$ cat src/rtl/node_input_arbiter.sv
// Round-robin arbiter that shares one node input channel between NREQ requesters.
// Each grant covers one burst (last flag, length cap or stall timeout); words are staged in a one-entry output register.
module node_input_arbiter #(
  parameter int unsigned NREQ      = 4,
  parameter int unsigned DW        = 4,
  parameter int unsigned MAX_BURST = 4,
  parameter int unsigned STALL_TO  = 8,
  localparam int unsigned IW       = $clog2(NREQ)
) (
  input  logic              clk,
  input  logic              rst_n,
  input  logic [NREQ-1:0]   req_valid,
  input  logic [NREQ*DW-1:0] req_data,
  input  logic [NREQ-1:0]   req_last,
  output logic [NREQ-1:0]   req_ready,
  output logic              node_valid,
  output logic [DW-1:0]     node_data,
  input  logic              node_ready,
  output logic [IW-1:0]     node_src,
  output logic [NREQ-1:0]   grant,
  output logic              busy
);

  localparam int unsigned BW = $clog2(MAX_BURST + 1);
  localparam int unsigned SW = 8;

  typedef enum logic {
    IDLE  = 1'b0,
    GRANT = 1'b1
  } state_t;

  state_t          state_q, state_d;
  logic [NREQ-1:0] grant_q, grant_d;
  logic [IW-1:0]   gidx_q, gidx_d;
  logic [IW-1:0]   rr_q, rr_d;
  logic [BW-1:0]   burst_q, burst_d;
  logic [SW-1:0]   stall_q, stall_d;
  logic            node_valid_q, node_valid_d;
  logic [DW-1:0]   node_data_q, node_data_d;
  logic [IW-1:0]   node_src_q, node_src_d;

  logic            slot_free;
  logic            accept;
  logic            found;
  logic [IW-1:0]   pick;
  logic [DW-1:0]   gdata;
  int unsigned     idx;

  // The output slot can take a new word when empty or when it drains this cycle.
  assign slot_free = !node_valid_q || node_ready;
  assign accept    = (state_q == GRANT) && req_valid[gidx_q] && slot_free;
  assign gdata     = req_data[gidx_q*DW +: DW];

  always_comb begin
    req_ready = '0;
    if (state_q == GRANT) begin
      req_ready[gidx_q] = slot_free;
    end
  end

  always_comb begin
    found = 1'b0;
    pick  = '0;
    idx   = 0;
    for (int unsigned i = 0; i < NREQ; i++) begin
      idx = (32'(rr_q) + i) % NREQ;
      if (!found && req_valid[idx]) begin
        found = 1'b1;
        pick  = IW'(idx);
      end
    end
  end

  always_comb begin
    state_d      = state_q;
    grant_d      = grant_q;
    gidx_d       = gidx_q;
    rr_d         = rr_q;
    burst_d      = burst_q;
    stall_d      = stall_q;
    node_valid_d = node_valid_q;
    node_data_d  = node_data_q;
    node_src_d   = node_src_q;

    if (accept) begin
      node_valid_d = 1'b1;
      node_data_d  = gdata;
      node_src_d   = gidx_q;
    end else if (node_valid_q && node_ready) begin
      node_valid_d = 1'b0;
    end

    unique case (state_q)
      IDLE: begin
        if (found) begin
          state_d          = GRANT;
          grant_d          = '0;
          grant_d[pick]    = 1'b1;
          gidx_d           = pick;
          burst_d          = '0;
          stall_d          = '0;
        end
      end
      GRANT: begin
        if (accept) begin
          burst_d = burst_q + 1'b1;
          stall_d = '0;
          if (req_last[gidx_q] || (32'(burst_q) + 32'd1 == MAX_BURST)) begin
            state_d = IDLE;
            grant_d = '0;
            rr_d    = IW'((32'(gidx_q) + 32'd1) % NREQ);
          end
        end else if (!req_valid[gidx_q]) begin
          if (32'(stall_q) == STALL_TO - 1) begin
            state_d = IDLE;
            grant_d = '0;
            rr_d    = IW'((32'(gidx_q) + 32'd1) % NREQ);
          end else begin
            stall_d = stall_q + 1'b1;
          end
        end
      end
      default: state_d = IDLE;
    endcase
  end

  always_ff @(posedge clk or negedge rst_n) begin
    if (!rst_n) begin
      state_q      <= IDLE;
      grant_q      <= '0;
      gidx_q       <= '0;
      rr_q         <= '0;
      burst_q      <= '0;
      stall_q      <= '0;
      node_valid_q <= 1'b0;
      node_data_q  <= '0;
      node_src_q   <= '0;
    end else begin
      state_q      <= state_d;
      grant_q      <= grant_d;
      gidx_q       <= gidx_d;
      rr_q         <= rr_d;
      burst_q      <= burst_d;
      stall_q      <= stall_d;
      node_valid_q <= node_valid_d;
      node_data_q  <= node_data_d;
      node_src_q   <= node_src_d;
    end
  end

  assign node_valid = node_valid_q;
  assign node_data  = node_data_q;
  assign node_src   = node_src_q;
  assign grant      = grant_q;
  assign busy       = (state_q == GRANT);

endmodule

$ cat config.mk
export PLATFORM = sky130hd
export DESIGN_NAME = node_input_arbiter
export DESIGN_NICKNAME = d
export VERILOG_FILES = /design/src/rtl/node_input_arbiter.sv
export SDC_FILE = /design/constraint.sdc
export NUM_CORES = 1
export LEC_CHECK = 0
export BUFFER_PORTS_ARGS = -buffer_cell sky130_fd_sc_hd__buf_2
export CAP_MARGIN = 25
export CORE_MARGIN = 10
export CORE_UTILIZATION = 47
export CTS_BUF_LIST = sky130_fd_sc_hd__clkbuf_8
export DETAILED_ROUTE_END_ITERATION = 12
export GPL_ROUTABILITY_DRIVEN = 0
export PLACE_DENSITY = 0.81
export SLEW_MARGIN = 40
export SYNTH_ARGS = -nofsm -noshare
export SYNTH_HDL_FRONTEND = slang
export SYNTH_SLANG_ARGS = --single-unit
$ cat constraint.sdc
create_clock -name clk -period 5.8 [get_ports clk]
set_input_delay 0.29 -clock clk [delete_from_list [all_inputs] [get_ports clk]]
set_output_delay 0.29 -clock clk [all_outputs]
set_load 0.01 [all_outputs]
==> summary.md, run 1 <==
| Metric | Value |
|---|---|
| Status | finished, final reports clean |
| Post-Syn Area per Cell | 9.79 um2 |
| Antenna Cells | 0 |
| Setup TNS Final | 0 ps |
| Port bufs | 42 |
| IO Pins | 43 |
| Async SR Flop Fraction | 1.00 |
| Crit. path cell count | 4 |
| Setup crit start kind | flop |
| Crit Path Class | reg -> reg |
| Sequential share of power | 0.402 |
| Vias in the first global route | between 1,000 and 1,500 |
| Antenna violations before repair | 0 |
| Critical path, cell by cell | mux4_2 > nand3_1 > nand3_1 > o221ai_1 |
| Crit path max-delay family | simple AND/OR/NAND/NOR gates |
| Drt total wl | 4030 um |
| Cell repeated most along the worst path | nand3_1 |
| Area of the mapped netlist | ~0.0016 mm2 |
| Hpwl dp | 3120 um |
| Final Skew | 2.94 ps |
| RSZ-0062 raised after global routing | false |
| Pin count of the biggest net entering global routing | 28 |
| GR peak layer | met2 |
| Register area share after synthesis | 0.411 |
| Final setup vio count | 0 |
| Yosys Warn Count | 0 |
| Unique masters post-synth | 38 |
| Worst path slowest cell | dfrtp_1 |
| Synth top area share | 0.411 |
| Leak | between 0.0009 and 0.001 uW |
| Crit path DAT | 2650 ps |
| Worst Setup SP | gidx_q[0] |
| Initial DRC Count | between 100 and 150 |
| H-tree depth | 1 |
| Power Internal | about 510 uW |
| Via count | ~1,400 |
| Worst-Skew Late Latency | 270 ps |
| Core box area | 0.00336 mm2 |
| Met3 Use GR | 0.0360 |
| Root Driver | clkbuf_8 |
| Critical path destination | stall_q[4] |
| Tmin final | 2470 ps |
| Grt total ovfl | 0 |
| Min-delay worst type | in -> async |
| Num CTS Buffers | 3 |
| Top post-synthesis cells by area | dfrtp_1, mux4_2, o21ai_0 |
| Peak VDD IR | roughly 0.24 mV |
| Peak Freq | 406 MHz |
| Crit path buf inv count | 0 |
| Period utilisation layout | 0.425 |
| Die X | 79.2 um |
| R2r setup slk | 3330 ps |
| Post-synthesis cell count | about 170 |
| Layout cells sized above 1 | 0.301 |
| Clk sink count | 27 |
| TritonCTS clock tree | yes |
| Final cell count without fillers | between 200 and 300 |
| Max Slew Vio Count | 0 |
| Worst path required time | around 6000 ps |
| Hold Violations, Final | 0 |
| Setup bufs post-CTS | 0 |
| Crit Reg-Reg Endpoint | stall_q[4] |
| Max Cap Violations | 0 |
| Max incr delay on CP | about 650 ps |
| Final core utilization | 0.571 |
| Die area | 0.00627 mm2 |
| Comb pwr share | 0.480 |
| Vias per cell | 5.73 |
| Ys flop type | dfrtp_1 |
| Syn Nets | 202 |
| Worst Setup End Kind | flop |
| Crit-path max FO | 19 |
| Row count | 21 |
| Clock power share | 0.118 |
| Post-synth EDFFs | 0 |
| Met2 GRT Util | 0.235 |
| Post-route cell area | 0.00192 mm2 |
| Initial core utilization | 0.489 |
| Power density over cell area | 463 mW/mm2 |
| CTS Hold Bufs | 0 |
| Area Overhead vs Synth | 16.7% |
| Post-CTS sizing | 0 |
| Clock Path Buffers | 2 |
| Synth area leader | dfrtp_1 |
| # nets final | 241 |
| Rel. slew slack | 0.545 |
| Final ANT Viol Nets | 0 |
| R2r startpoint | gidx_q[0] |
| R2R depth | 4 |
| Worst Max-Slew Pin Slew | approximately 660 ps |
| CTS clk-pin slew, worst paths | 90 ps |
| Total global-route track usage | 0.130 |
| Height of the die | roughly 79 um |
| DRC viols | 0 |
| Cells after DPL | approximately 250 |
| First-pass GRT wire length | 6640 um |
| Met1 track demand over resource | 0.142 |
| First-pass DRT Iterations | 4 |
| Synth Register Bits | 27 |
| Post-DP Area | roughly 0.0019 mm2 |
| Sw power | 378 uW |
| Switching share of power | 0.426 |
| Avg WL per Cell | roughly 16 um |
logic make-up (layout without fill, tap and decap cells):
| group | count (synthesis) | in the layout | synth area share |
|---|---|---|---|
| xor+xnor | 3 | 3 | 0.0160 |
| compound gates | 44 | 44 | 0.173 |
| buf+inv | 21 | 59 | 0.0532 |
| mux | 12 | 12 | 0.122 |
| fa+ha+maj | 7 | 7 | 0.0532 |
| flops | 27 | 27 | 0.411 |
| simple gates | 54 | 54 | 0.173 |
worst min-delay path by stage:
stage / startpoint / endpoint / slack, ps / cells after the start
final: rst_n / stall_q[3] / 10 / 1
after global routing: rst_n / stall_q[3] / 40 / 1
after CTS: rst_n / busy / 40 / 1
after detailed placement: rst_n / stall_q[7] / 340 / 1
after global placement: rst_n / stall_q[4] / 340 / 1
after floorplan: rst_n / burst_q[0] / -6 / 0
layer usage:
layer  vias up  routed length, um  share of wire
met2        46               2110           0.52
met5         -                  0              0
li1        689                  -              -
met4         0                 59          0.015
met3        10                252          0.063
met1       698               1600           0.40
layout make-up:
type | count | area, um2
Clock buffer | 3 | 41.3
Clock inverter | 1 | 3.75
Fill cell | 338 | 1440
Inverter | 13 | 48.8
Multi-Input combinational cell | 120 | 882
Sequential cell | 27 | 676
Tap cell | 46 | 57.6
Timing Repair Buffer | 42 | 210
per-stage QoR:
step                hold WS [ps]  power, uW  setup slack (ps)
finish                      12.8        888              3330
global route                38.8        966              3130
CTS                         38.6        893              3310
detailed placement           337        790              3330
global placement             336        770              3400
floorplan                  -5.59        657              3810
layout by cell type, fill, tap and decap left out:
cell type	synthesis	routed
a2111oi_0	2	2
a21bo_2	1	1
a21o_1	1	1
a21oi_1	3	3
a22oi_1	4	4
a31o_2	2	2
a31oi_1	3	3
and2_1	2	2
and3_1	4	4
buf_2	1	42
clkbuf_8	0	3
dfrtp_1	27	27
ha_1	7	7
inv_1	13	14
mux2_2	4	4
mux2i_1	2	2
mux4_2	6	6
nand2_1	14	14
nand2b_1	2	2
nand3_1	9	9
nand4_1	2	2
nor2_1	6	6
nor2b_1	2	2
nor3_1	2	2
nor3_2	1	1
nor4_1	3	3
o21a_1	4	4
o21ai_0	19	19
o21ba_2	1	1
o221ai_1	3	3
o22ai_1	1	1
or2_2	1	1
or3_1	4	4
or3_4	1	1
or4_1	1	1
xnor2_1	2	2
xor2_1	1	1
power groups by stage:
stage	Combinational [uW]	Sequential, uW	Clock [uW]
finish	426	357	105
global route	483	371	112
CTS	430	356	107
detailed placement	430	360	0
global placement	415	355	0
floorplan	324	333	0
synth_stat cells, drive strengths merged, types with 4 or more instances:
cell and n:
a22oi 4, and3 4, clkbuf 6, dfrtp 27, ha 7, inv 13, mux2 4, mux4 6
nand2 14, nand3 9, nor2 6, o21a 4, o21ai 19, or3 5
sequential cells by signal, summed over array words and instances, names as in the netlist:
name	flops
grant	4
stall_q	8
rr_q	2
gidx_q	2
busy	1
node_data	4
burst_q	3
node_src	2
node_valid	1
No activity file was read; power rests on OpenSTA's default activity.
==> run 2: changes to the inputs <==
==> constraint.sdc (replaced) <==
create_clock -name clk -period 2.45 [get_ports clk]
set_input_delay 0.1225 -clock clk [delete_from_list [all_inputs] [get_ports clk]]
set_output_delay 0.1225 -clock clk [all_outputs]
set_load 0.01 [all_outputs]
==> run 2 against run 1 <==
- die area unchanged
- clock skew up 9.6 ps
- register-to-register slack worse by 2800 ps
- routed wire length up 2.5%
- fmax up 26%
- sequential cell count unchanged
- non-clock buffer count up 4
- combinational power rose to 2.6 times the previous value
- critical path type unchanged
- largest cell class unchanged
- highest routed layer unchanged
==> summary.md, run 2 (synthesis gave the netlist of run 1 again) <==
| Metric | Value |
|---|---|
| Final Skew | 12.6 ps (+9.63 ps) |
| Power density over cell area | 1110 mW/mm2 (+140%) |
| Row count | 21 (unchanged) |
| Clock Path Buffers | 2 (unchanged) |
| Post-CTS sizing | 0 (unchanged) |
| # nets final | 245 (+1.7%) |
| Height of the die | 79.2 um (unchanged) |
| Peak VDD IR | 0.494 mV (+100%) |
| Port bufs | 42 (unchanged) |
| Power Internal | 1240 uW (+140%) |
| Most frequent cells in the layout | buf_2, dfrtp_1, o21ai_0 |
| Hold Violations, Final | 0 (unchanged) |
| Via count | 1,468 (+1.7%) |
| Core box area | 0.00336 mm2 (unchanged) |
| Initial core utilization | 0.489 (unchanged) |
| Root Driver | clkbuf_8 |
| Clk sink count | 27 (unchanged) |
| Total global-route track usage | 0.132 (+0.00146) |
| Top reg by flops | stall_q |
| Sequential share of power | 0.367 (-0.035) |
| Max FFs per register | 8 (unchanged) |
| RSZ-0062 raised after global routing | false |
| Leading cell type in the layout, fill and taps excluded | buf_2 |
| Final cell count without fillers | 256 (+1.6%) |
| First-pass DRT Iterations | 4 (unchanged) |
| Period utilisation layout | 0.797 (+0.372) |
| Hpwl dp | 3170 um (+1.6%) |
| IO Pins | 43 (unchanged) |
| Min-delay worst type | in -> reg |
| Worst Max-Slew Pin Slew | 585 ps (-80.3 ps) |
| Pin count of the biggest net entering global routing | 28 (unchanged) |
| Die area | 0.00627 mm2 (unchanged) |
| Rel. slew slack | 0.600 (+0.0549) |
| Drt total wl | 4130 um (+2.5%) |
| H-tree depth | 1 (unchanged) |
| Fillers | 312 (-7.7%) |
| Tmin final | 1950 ps (-513 ps) |
| Worst-Skew Late Latency | 290 ps (+20 ps) |
| Antenna violations before repair | 0 (unchanged) |
| Cells after DPL | 251 (+1.2%) |
| Final setup vio count | 0 (unchanged) |
| Peak Freq | 512 MHz (+26%) |
| Leak | 0.000919 uW (+1.5%) |
| TritonCTS clock tree | yes |
| Setup TNS Final | 0 ps (unchanged) |
| Comb pwr share | 0.508 (+0.028) |
| Switching share of power | 0.426 (about the same) |
| Worst Setup End Kind | flop |
| Area Overhead vs Synth | 18.9% |
| Crit path DAT | 2130 ps (-520 ps) |
| Setup crit start kind | flop |
| Max Cap Violations | 0 (unchanged) |
| Crit Path Class | reg -> reg |
| Tot Pwr | 2160 uW (+140%) |
| Max Slew Vio Count | 0 (unchanged) |
| First-pass GRT wire length | 6800 um (+2.3%) |
| Worst path required time | 2630 ps (-3360 ps) |
| Initial DRC Count | 125 (+6.8%) |
| Die X | 79.2 um (unchanged) |
| Status | finished, final reports clean |
| Grt total ovfl | 0 (unchanged) |
| Layout cells sized above 1 | 0.314 (+0.0133) |
| Antenna Cells | 0 (unchanged) |
| Num CTS Buffers | 3 (unchanged) |
| Vias per cell | 5.73 (+0.14%) |
| CTS clk-pin slew, worst paths | 100 ps (about the same) |
| Vias in the first global route | 1,462 (-0.41%) |
| Sw power | 922 uW (+140%) |
| Crit-path max FO | 9 (-10) |
| Avg WL per Cell | 16.1 um (+0.88%) |
| Clock power share | 0.125 (+0.007) |
| Final ANT Viol Nets | 0 (unchanged) |
| DRC viols | 0 (unchanged) |
-- run 2: cell types whose count changed in the layout (fill, tap and decap cells not counted) --
| cell | before | now |
|---|---|---|
| buf_4 | 0 | 3 |
| dlygate4sd3_1 | 0 | 1 |
| clkinvlp_4 | 0 | 1 |
| inv_1 | 14 | 13 |
-- run 2: power by group through the flow --
stage,clock network (uW),logic [uW],registers [uW]
after floorplan,0,767,789
after global placement,0,1080,788
after detailed placement,0,1100,800
after CTS,275,1110,791
after global routing,289,1230,822
final,271,1100,793
-- run 2: area by class of cell --
| type | instances | area [um2] | share of cell area |
|---|---|---|---|
| Sequential cell | 27 | 676 | 0.345 |
| Clock inverter | 1 | 7.51 | 0.00384 |
| Tap cell | 46 | 57.6 | 0.0294 |
| Timing Repair Buffer | 46 | 243 | 0.124 |
| Inverter | 13 | 48.8 | 0.0250 |
| Clock buffer | 3 | 41.3 | 0.0211 |
| Multi-Input combinational cell | 120 | 882 | 0.451 |
-- run 2: worst max-delay path, stage by stage, from the launching register on --
cell	delay, ps
dfrtp_1	390
buf_4	210
mux4_2	500
a21oi_1	300
o21ai_0	170
a31o_2	270
-- run 2: repair_timing --
action,4_1_cts,5_1_grt
hold endpoints to repair,27,0
hold buffers,1,0
setup buffers,0,0
-- run 2: through the flow --
stage	util	instance area (um2)	hold slack [ps]	setup WS [ps]
CTS	0.581	1960	278	506
global placement	0.564	1900	168	561
detailed placement	0.564	1900	169	558
finish	0.581	1960	275	497
global route	0.581	1960	281	382
floorplan	-	1650	-173	459
-- run 2: final timing paths --
| path | startpoint | endpoint | slack [ps] | depth (start not counted) |
|---|---|---|---|---|
| max | gidx_q[0] | rr_q[0] | 500 | 5 |
| min | req_data[15] | node_data[3] | 270 | 3 |
| max reg2reg | gidx_q[0] | rr_q[0] | 500 | 5 |
| min reg2reg | node_src[1] | node_src[1] | 490 | 2 |
| max in group asynchronous | rst_n | rr_q[0] | 1680 | 2 |
| min in group asynchronous | rst_n | stall_q[0] | 360 | 2 |
-- run 2: per-layer routing --
layer | share of wire | wire (um) | global-route usage
met1 | 0.42 | 1740 | 0.158
met2 | 0.52 | 2160 | 0.231
met3 | 0.042 | 175 | 0.0169
met4 | 0.014 | 56 | 0.0538
met5 | 0 | 0 | 0
==> run 3: changes to the inputs <==
--- a/config.mk
+++ b/config.mk
@@ -5,6 +5,7 @@
 export SDC_FILE = /design/constraint.sdc
 export NUM_CORES = 1
 export LEC_CHECK = 0
+export ABC_AREA = 1
 export BUFFER_PORTS_ARGS = -buffer_cell sky130_fd_sc_hd__buf_2
 export CAP_MARGIN = 25
 export CORE_MARGIN = 10
@@ -12,7 +13,7 @@
 export CTS_BUF_LIST = sky130_fd_sc_hd__clkbuf_8
 export DETAILED_ROUTE_END_ITERATION = 12
 export GPL_ROUTABILITY_DRIVEN = 0
-export PLACE_DENSITY = 0.81
+export PLACE_DENSITY = 0.8
 export SLEW_MARGIN = 40
 export SYNTH_ARGS = -nofsm -noshare
 export SYNTH_HDL_FRONTEND = slang
==> constraint.sdc (replaced) <==
create_clock -name clk -period 1.85 [get_ports clk]
set_input_delay 0.0925 -clock clk [delete_from_list [all_inputs] [get_ports clk]]
set_output_delay 0.0925 -clock clk [all_outputs]
set_load 0.01 [all_outputs]
==> run 3 against run 2 <==
- clock-buffer cell count unchanged
- total power grew 60%
- first-iteration DRC count fell by 21%
- largest power group unchanged
- highest routed layer unchanged
==> summary.md, run 3 <==
| Metric | Value |
|---|---|
| Async SR Flop Fraction | 1.00 (unchanged) |
| Clock Path Buffers | 2 (unchanged) |
| Max FFs per register | 8 (unchanged) |
| Rel. slew slack | 0.586 (-0.0137) |
| First-pass DRT Iterations | 4 (unchanged) |
| Vias per cell | 5.08 (-11%) |
| Num CTS Buffers | 3 (unchanged) |
| Via count | 1,830 (+25%) |
| Area of the mapped netlist | 0.00186 mm2 (+13%) |
| Drt total wl | 4360 um (+5.6%) |
| IO Pins | 43 (unchanged) |
| Max Cap Violations | 0 (unchanged) |
| Avg WL per Cell | 12.1 um (-25%) |
| Hold Startpoint | req_data[0] |
| Die area | 0.00688 mm2 (+9.8%) |
| Layout cells sized above 1 | 0.256 (-0.0579) |
| Synth Register Bits | 27 (unchanged) |
| Setup crit start kind | flop |
| Hold Violations, Final | 0 (unchanged) |
| Unique masters post-synth | 27 (-29%) |
| Synth area leader | dfrtp_1 |
| Worst Max-Slew Pin Slew | 620 ps (+35.7 ps) |
| Leading cell type in the layout, fill and taps excluded | nand2_1 |
| Final ANT Viol Nets | 0 (unchanged) |
| DRC viols | 0 (unchanged) |
| Peak Freq | 613 MHz (+20%) |
| Synth top area share | 0.363 (-0.0477) |
| # nets final | 347 (+42%) |
| Crit Reg-Reg Endpoint | gidx_q[1] |
| CTS clk-pin slew, worst paths | 90 ps (about the same) |
| Post-Syn Area per Cell | 6.97 um2 (-29%) |
| TritonCTS clock tree | yes |
| Worst Setup SP | rr_q[0] |
| Crit-path max FO | 12 (+3) |
| Final Skew | 5.71 ps (-6.86 ps) |
| Most common cell in the netlist | nand2_1 |
| Hold EP | node_data[0] |
| Port bufs | 42 (unchanged) |
| Crit Path Class | reg -> reg |
| Die X | 82.9 um (+4.8%) |
| Final hold slack | 185 ps (-89.2 ps) |
| Post-synthesis cell count | 267 (+59%) |
| Worst Setup End Kind | flop |
| Leak | 0.00117 uW (+28%) |
| Antenna violations before repair | 0 (unchanged) |
| Post-synth EDFFs | 0 (unchanged) |
| Grt total ovfl | 0 (unchanged) |
| Crit path DAT | 1800 ps (-330 ps) |
| Worst-Skew Late Latency | 280 ps (about the same) |
| RSZ-0062 raised after global routing | false |
| Synth cell count leaders | nand2_1, dfrtp_1, nand3_1 |
| Register area share after synthesis | 0.363 (-0.0477) |
| Max Slew Vio Count | 0 (unchanged) |
| First-pass GRT wire length | 7720 um (+14%) |
| Clk sink count | 27 (unchanged) |
| Peak VDD IR | 0.891 mV (+80%) |
| Pin count of the biggest net entering global routing | 28 (unchanged) |
| R2R depth | 10 (+5) |
| R2r startpoint | rr_q[0] |
| Antenna Cells | 0 (unchanged) |
| Hold Path Depth | 5 (+2) |
| Min-delay worst type | in -> reg |
| H-tree depth | 1 (unchanged) |
| Setup TNS Final | 0 ps (unchanged) |
| Period utilisation layout | 0.881 (+0.0843) |
| Area Overhead vs Synth | 16.5% |
| Core box area | 0.00374 mm2 (+11%) |
| Initial core utilization | 0.497 (+0.00812) |
| Top reg by flops | stall_q |
| Most frequent cells in the layout | nand2_1, buf_2, dfrtp_1 |
| Status | finished, final reports clean |
| Power density over cell area | 1590 mW/mm2 (+44%) |
| R2r setup slk | 220 ps (-280 ps) |
| Row count | 22 (+4.8%) |
| Ys flop type | dfrtp_1 |
| Tmin final | 1630 ps (-322 ps) |
| Root Driver | clkbuf_8 |
| Initial DRC Count | 99 (-21%) |
| Yosys Warn Count | 0 (unchanged) |
| Worst path required time | 2020 ps (-610 ps) |
| Syn Nets | 301 (+49%) |
| Top post-synthesis cells by area | dfrtp_1, nand2_1, nand3_1 |
| Hpwl dp | 3440 um (+8.7%) |
| Final setup vio count | 0 (unchanged) |
| Total global-route track usage | 0.128 (-0.00353) |
| Vias in the first global route | 1,810 (+24%) |
| Height of the die | 82.9 um (+4.8%) |
## run 3: cell count changes after synthesis, moves of 6 or more
cell     delta
nand2_1    +80
nand3_1    +15
nor2_1     +13
nand2_2    +11
nand4_1     +8
o21ai_1     +7
inv_2       +6
mux4_2      -6
## run 3: timing repair
action | CTS | global route
hold endpoints to repair | 27 | 0
hold buffers | 1 | 0
endpoints found under the setup margin | 0 | 14
setup buffers | 0 | 1
resized for setup | 0 | 3
## run 3: worst max path at each step
stage / slack, ps / depth (start not counted) / to
after floorplan: 300 / 11 / stall_q[6]
after global placement: 200 / 10 / stall_q[2]
after detailed placement: 120 / 10 / stall_q[7]
after CTS: 110 / 10 / stall_q[3]
after global routing: 5 / 10 / grant[3]
final: 220 / 10 / gidx_q[1]
## run 3: layer usage
metal | GRT usage | part of all wire | vias to the layer above | wire length (um)
met1 | 0.161 | 0.50 | 817 | 2170
met5 | 0 | 0 | - | 0
li1 | - | - | 954 | -
met4 | 0.0446 | 0.015 | 0 | 65
met2 | 0.200 | 0.43 | 52 | 1870
met3 | 0.0391 | 0.061 | 7 | 264
## run 3: final cells by class
cell class,instances,area [um2]
fillers,369,1570
multi-input cells,209,1030
flip-flops and latches,27,678
repair buffers,49,263
inverters,23,88.8
well taps,48,60.1
clock buffers,3,41.3
clock inverters,1,3.75
## run 3: worst max-delay path, stage by stage (launching register included)
cell,delay (ps)
dfrtp_2,460
inv_4,130
nand2_1,60
nand2_1,160
nand2_1,90
nand2_1,100
inv_1,60
nand3_1,60
nand4_1,210
nand2_1,110
o21ai_0,80
## run 3: report_power, final
part	leakage (uW)	switching (uW)	internal [uW]
clock network	0.0000269	191	149
logic	0.000801	1390	731
registers	0.000346	186	805
## run 3: cells by family after synthesis
group,Yosys count,share of synthesized area
AND/OR/NAND/NOR,167,0.406
AO/OA/AOI/OAI,34,0.0981
buffers and inverters,31,0.0813
adder cells (fa/ha/maj),7,0.0470
XOR/XNOR,1,0.00471
flip-flops,27,0.363
## run 3: metrics by stage
step | utilization | worst slack, ps | area, um2 | total power (uW) | cells
2_1_floorplan | - | 302 | 1860 | 2640 | 267
3_3_place_gp | 0.563 | 201 | 2110 | 3070 | 354
3_5_place_dp | 0.563 | 116 | 2110 | 3110 | 354
4_1_cts | 0.578 | 110 | 2160 | 3460 | 359
5_1_grt | 0.580 | 5.14 | 2170 | 3830 | 360
6_report | 0.580 | 219 | 2170 | 3450 | 360
